[src/rtl/fetch_unit_pkg.sv]
// Shared definitions for the fetch unit: size defaults, instruction classes and FSM encoding.
package fetch_unit_pkg;

    localparam int DEF_INSTR_WIDTH = 20;
    localparam int DEF_ADDR_BITS   = 5;

    // Top two bits of an instruction word select its class in the control unit.
    localparam logic [1:0] CLS_RESET   = 2'b00;
    localparam logic [1:0] CLS_STD_OP  = 2'b01;
    localparam logic [1:0] CLS_LOAD_R  = 2'b10;
    localparam logic [1:0] CLS_STORE_R = 2'b11;

    typedef enum logic [2:0] {
        ST_IDLE  = 3'd0,
        ST_FETCH = 3'd1,
        ST_ISSUE = 3'd2,
        ST_HOLD  = 3'd3,
        ST_HALT  = 3'd4
    } fetch_state_e;

endpackage

[src/rtl/fetch_unit_prog_rom.sv]
// Program memory for the fetch unit: synchronous write, 1-cycle synchronous read.
module prog_rom #(
    parameter int INSTR_WIDTH = 20,
    parameter int ADDR_BITS   = 5
) (
    input  logic                   clk_i,
    input  logic                   we_i,
    input  logic [ADDR_BITS-1:0]   waddr_i,
    input  logic [INSTR_WIDTH-1:0] wdata_i,
    input  logic                   re_i,
    input  logic [ADDR_BITS-1:0]   raddr_i,
    output logic [INSTR_WIDTH-1:0] rdata_o
);

    localparam int DEPTH = 1 << ADDR_BITS;

    logic [INSTR_WIDTH-1:0] mem_q [DEPTH];
    logic [INSTR_WIDTH-1:0] rdata_q;

    // No reset on the array: program contents survive a core reset.
    always_ff @(posedge clk_i) begin
        if (we_i) begin
            mem_q[waddr_i] <= wdata_i;
        end
        if (re_i) begin
            rdata_q <= mem_q[raddr_i];
        end
    end

    assign rdata_o = rdata_q;

endmodule

[src/rtl/fetch_unit.sv]
// Instruction fetch unit: loads a program in IDLE, then fetches/issues one word per next request.
// Optional halt-on-all-ones behaviour is enabled with the FETCH_UNIT_HALT_EN macro.
module fetch_unit
    import fetch_unit_pkg::*;
#(
    parameter int INSTR_WIDTH = DEF_INSTR_WIDTH,
    parameter int ADDR_BITS   = DEF_ADDR_BITS
) (
    input  logic                   clk,
    input  logic                   rst,
    input  logic                   start,
    input  logic                   prog_we,
    input  logic [ADDR_BITS-1:0]   prog_addr,
    input  logic [INSTR_WIDTH-1:0] prog_data,
    input  logic                   next,
    input  logic                   jump_en,
    input  logic [ADDR_BITS-1:0]   jump_addr,
    output logic [INSTR_WIDTH-1:0] instr,
    output logic                   instr_valid,
    output logic [ADDR_BITS-1:0]   pc,
    output logic                   halted,
    output fetch_state_e           dbg_state_o
);

    // An all-zero word decodes as the reset class and keeps the control unit parked.
    localparam logic [INSTR_WIDTH-1:0] RESET_WORD = {CLS_RESET, {(INSTR_WIDTH-2){1'b0}}};

    fetch_state_e           state_q, state_d;
    logic [ADDR_BITS-1:0]   pc_q, pc_d;
    logic [INSTR_WIDTH-1:0] instr_q, instr_d;
    logic                   valid_q, valid_d;
    logic [INSTR_WIDTH-1:0] rom_rdata;
    logic                   rom_we;
    logic                   rom_re;

    // Loading is only allowed while parked, and reset wins over a pending write.
    assign rom_we = prog_we && (state_q == ST_IDLE) && !rst;
    assign rom_re = (state_q == ST_FETCH);

    prog_rom #(
        .INSTR_WIDTH(INSTR_WIDTH),
        .ADDR_BITS  (ADDR_BITS)
    ) u_prog_rom (
        .clk_i  (clk),
        .we_i   (rom_we),
        .waddr_i(prog_addr),
        .wdata_i(prog_data),
        .re_i   (rom_re),
        .raddr_i(pc_q),
        .rdata_o(rom_rdata)
    );

`ifdef FETCH_UNIT_HALT_EN
    logic halted_q, halted_d;
`endif

    always_comb begin
        state_d = state_q;
        pc_d    = pc_q;
        instr_d = instr_q;
        valid_d = valid_q;
`ifdef FETCH_UNIT_HALT_EN
        halted_d = halted_q;
`endif
        case (state_q)
            ST_IDLE: begin
                if (start) begin
                    state_d = ST_FETCH;
                end
            end
            ST_FETCH: begin
                state_d = ST_ISSUE;
            end
            ST_ISSUE: begin
`ifdef FETCH_UNIT_HALT_EN
                if (&rom_rdata) begin
                    state_d  = ST_HALT;
                    instr_d  = RESET_WORD;
                    valid_d  = 1'b0;
                    halted_d = 1'b1;
                end else begin
                    state_d = ST_HOLD;
                    instr_d = rom_rdata;
                    valid_d = 1'b1;
                end
`else
                state_d = ST_HOLD;
                instr_d = rom_rdata;
                valid_d = 1'b1;
`endif
            end
            ST_HOLD: begin
                if (next) begin
                    state_d = ST_FETCH;
                    valid_d = 1'b0;
                    pc_d    = jump_en ? jump_addr : pc_q + ADDR_BITS'(1);
                end
            end
            ST_HALT: begin
                state_d = ST_HALT;
            end
            default: begin
                state_d = ST_IDLE;
            end
        endcase
    end

    always_ff @(posedge clk) begin
        if (rst) begin
            state_q <= ST_IDLE;
            pc_q    <= '0;
            instr_q <= RESET_WORD;
            valid_q <= 1'b0;
`ifdef FETCH_UNIT_HALT_EN
            halted_q <= 1'b0;
`endif
        end else begin
            state_q <= state_d;
            pc_q    <= pc_d;
            instr_q <= instr_d;
            valid_q <= valid_d;
`ifdef FETCH_UNIT_HALT_EN
            halted_q <= halted_d;
`endif
        end
    end

    assign instr       = instr_q;
    assign instr_valid = valid_q;
    assign pc          = pc_q;
    assign dbg_state_o = state_q;

`ifdef FETCH_UNIT_HALT_EN
    assign halted = halted_q;
`else
    assign halted = 1'b0;
`endif

endmodule

[config.mk]
export PLATFORM = sky130hd
export DESIGN_NAME = fetch_unit
export DESIGN_NICKNAME = d
export VERILOG_FILES = /design/src/rtl/fetch_unit_pkg.sv /design/src/rtl/fetch_unit_prog_rom.sv /design/src/rtl/fetch_unit.sv
export SDC_FILE = /design/constraint.sdc
export NUM_CORES = 1
export LEC_CHECK = 0
export CAP_MARGIN = 20
export CELL_PAD_IN_SITES_DETAIL_PLACEMENT = 2
export CELL_PAD_IN_SITES_GLOBAL_PLACEMENT = 2
export CORE_ASPECT_RATIO = 1.4
export CORE_UTILIZATION = 46
export DETAILED_ROUTE_END_ITERATION = 7
export PLACE_DENSITY_LB_ADDON = 0.1
export SLEW_MARGIN = 20
export SYNTH_ARGS = -nofsm -noshare
export SYNTH_HDL_FRONTEND = slang
export SYNTH_SLANG_ARGS = --single-unit
[constraint.sdc]
create_clock -name clk -period 8.2 [get_ports clk]
set_input_delay 1.64 -clock clk [delete_from_list [all_inputs] [get_ports clk]]
set_output_delay 1.64 -clock clk [all_outputs]
set_load 0.1 [all_outputs]
==> summary.json <==
{
  "finalCritPeriodShare_pct": 54.9,
  "postRouteAntennaNets": 0,
  "cts.hold.buffers_added": 0,
  "drtIter0Drc": 1164,
  "dp.final_hpwl_um": 49000,
  "finalMaxSlewViolations": 0,
  "worst_setup_hold_path_clk_slew_ns": 0.06,
  "synth_flop_cell": "sky130_fd_sc_hd__edfxtp_1",
  "num_vias": 13200,
  "multi_input_area_um2": 5530,
  "cell_area_after_synthesis_um2": 26100,
  "irDropWorstVdd_v": 0.000201,
  "layout.core_utilization_pct": 53.8,
  "number_of_synthesized_flops_with_an_enable_pin": 660,
  "synth-async-reset-ratio_pct": 0,
  "detail_route.first_pass.iterations": 5,
  "clock-root-buffer": "sky130_fd_sc_hd__clkbuf_16",
  "rsz0062_at_grt": "no",
  "switching_share_pct": 21.5,
  "crit_required_ns": 8.42,
  "hp-start": "instr[1]",
  "timing.fmax_ghz": 0.222,
  "max_cap_viol_count": 0,
  "synth.ff_latch_count": 689,
  "post_synth.cell_area_avg_um2": 20.7,
  "cp_max_fo": 30,
  "dp.cells": 2006,
  "setup_tns_ns": 0,
  "min_path_type": "reg2reg",
  "skew_pair_late_insertion_delay_ns": 0.61,
  "nets_finish": 1389,
  "wl_met2_um": 41600,
  "pwr-share-clk_pct": 43.4,
  "p_comb_share_pct": 4.0,
  "layout-drive-gt1-share_pct": 21.8,
  "initial_utilization_pct": 46.9,
  "grt_antenna_before_repair": 5,
  "max_stage_delay_ns": 1.14,
  "hold-path-endpoint": "instr[1]",
  "groute.usage.overall_pct": 28.3,
  "ys_types": 43,
  "setup_viol_count_final": 0,
  "worstRegToRegCells": 6,
  "clock-skew-final_ns": 0.0165,
  "p_leak_nw": 8.92,
  "num_io_pins": 66,
  "worstSetupPathType": "in2reg",
  "syn_to_final_growth_pct": 14.8,
  "cp_cell_sequence": "clkdlybuf4s50_1, buf_4, and4bb_1, nand3b_1, nor2_2",
  "port_buffers": 64,
  "critical_path.reg2reg.endpoint": "u_prog_rom.rdata_o[8]",
  "cts-buffers-inserted": 69,
  "data_arrival_time_of_the_worst_path_ns": 4.72,
  "synth.net_count": 1300,
  "die_width_um": 203,
  "number_of_vias_per_cell_after_detailed_routing": 6.19,
  "met3_wl_post_dr_um": 4090,
  "slew-limit-headroom_pct": 18.8,
  "synth_sequential_area_ratio_pct": 78.2,
  "clock_sinks": 689,
  "setup_crit_end_kind": "flip-flop",
  "power_mw": 7.39,
  "worst_path_max_delay_cell": "sky130_fd_sc_hd__nor2_2",
  "via_count_of_the_first_global_routing_pass": 14200,
  "finalWirelength_um": 79800,
  "max_slew.worst_pin.slew_ns": 1.21,
  "outcome": "complete, no violations",
  "hold_viol": 0,
  "top_signal_layer_used": "met5",
  "fin_crit_ns": 4.50,
  "floorplan.core_area_um2": 55600,
  "gr-total-overflow": 0,
  "area.sequential_um2": 20400,
  "power_density_nw_per_um2": 247,
  "most_frequent_cells_in_the_layout": "660 x sky130_fd_sc_hd__edfxtp_1, 119 x sky130_fd_sc_hd__mux4_2, 85 x sky130_fd_sc_hd__mux2i_1, 73 x sky130_fd_sc_hd__clkbuf_16, 63 x sky130_fd_sc_hd__a21oi_1",
  "gp_congestion": 0.809,
  "timing.critical_path.from_type": "input pin",
  "cts_tree": "done",
  "synth_warnings": 0,
  "switch_pwr_mw": 1.59,
  "post-route-drc-count": 0,
  "layout_commonest_cell": "sky130_fd_sc_hd__edfxtp_1",
  "global_route_wire_length_before_repair_um": 111000,
  "cell_internal_pwr_mw": 5.81,
  "finalNonFillerCells": 2130,
  "fp.dieH_um": 284,
  "reg2reg_from": "pc[0]",
  "cts.htree.levels": 3,
  "p_seq_share_pct": 52.6,
  "placementRows": 102,
  "cts_resized": 0,
  "grt_start_max_net_pins": 82,
  "worst-r2r-setup-slack_ns": 4.25,
  "fillerInstances": 4751,
  "wl_per_cell_um": 37.4,
  "postCtsSetupBuffers": 0,
  "wl_met1_um": 29800,
  "max-clock-path-buffers": 3,
  "design.die.area_um2": 57700,
  "fin_worst_hold_slack_ns": 0.455,
  "synthesis.instances": 1263,
  "whs_path_depth": 2
}
[critical path: cells and delay by family]
kind	cells	cell delay, ns
simple gates	3	2.42
buf+inv	2	0.63
[registers in the layout, summed over array words and instances (netlist names)]
signal / count
pc: 5
instr_valid: 1
dbg_state_o: 3
u_prog_rom.rdata_o: 20
instr: 20
u_prog_rom.mem_q: 640
[power by group through the flow]
stage	logic (mW)	clock network [mW]	registers, mW
2_1_floorplan	0.0888	0	4.01
3_3_place_gp	0.282	0	3.96
3_5_place_dp	0.292	0	3.97
4_1_cts	0.295	3.26	3.89
5_1_grt	0.305	3.36	3.89
6_report	0.294	3.21	3.89
[synth_stat cells, drive strengths merged, types with 2 or more instances]
library cell	number	area (µm²)
o221ai	20	175
o21ai	3	15.0
a22o	20	175
nand2	44	165
nor2	41	154
nand3b	6	45.0
nor2b	3	18.8
or3b	3	26.3
mux2i	85	851
nor3	3	15.0
nand2b	2	12.5
a21oi	63	315
dfxtp	29	581
buf	34	235
mux4	119	2680
nor4	2	12.5
a22oi	23	173
clkbuf	42	158
a211oi	2	15.0
edfxtp	660	19800
nand3	6	30.0
a2111oi	19	190
o22ai	19	119
[layer usage]
metal | GRT usage [%] | vias to the layer above
li1 | - | 5441
met1 | 34.5 | 7059
met2 | 49.0 | 528
met3 | 4.05 | 145
met4 | 14.5 | 6
met5 | 0 | -
[cell type report]
class	count	share of cell area, %
multi-input cells	497	18.5
repair buffers	94	2.87
inverters	1	0.0125
clock buffers	85	6.35
well taps	728	3.04
clock inverters	35	1.12
flip-flops and latches	689	68.1
diodes	1	0.00835
[worst max-delay path by stage]
stage,start,end,slack (ns),cells past startpoint
after detailed placement,rst,u_prog_rom.mem_q[21][14],3.11,5
after floorplan,rst,u_prog_rom.mem_q[12][0],4.36,4
final,rst,u_prog_rom.mem_q[30][16],3.70,5
after global placement,rst,u_prog_rom.mem_q[25][1],3.21,5
after global routing,rst,u_prog_rom.mem_q[30][12],3.58,5
after CTS,rst,u_prog_rom.mem_q[21][9],3.69,5
[cells by family after synthesis]
kind of cell             share of synthesized area, %
adder cells (fa/ha/maj)                        0.0479
buffers and inverters                            1.52
multiplexers                                     13.5
AND/OR/NAND/NOR                                  2.09
flip-flops                                       78.2
AO/OA/AOI/OAI                                    4.63
other                                          0.0144
[stage by stage]
step                      cell area, µm²  setup slack (ns)
after global placement             27500              3.21
after CTS                          29800              3.69
after detailed placement           27600              3.11
after global routing               30000              3.58
final                              30000              3.70
after floorplan                    26100              4.36
Note: power is estimated with default switching activity, not from simulation.
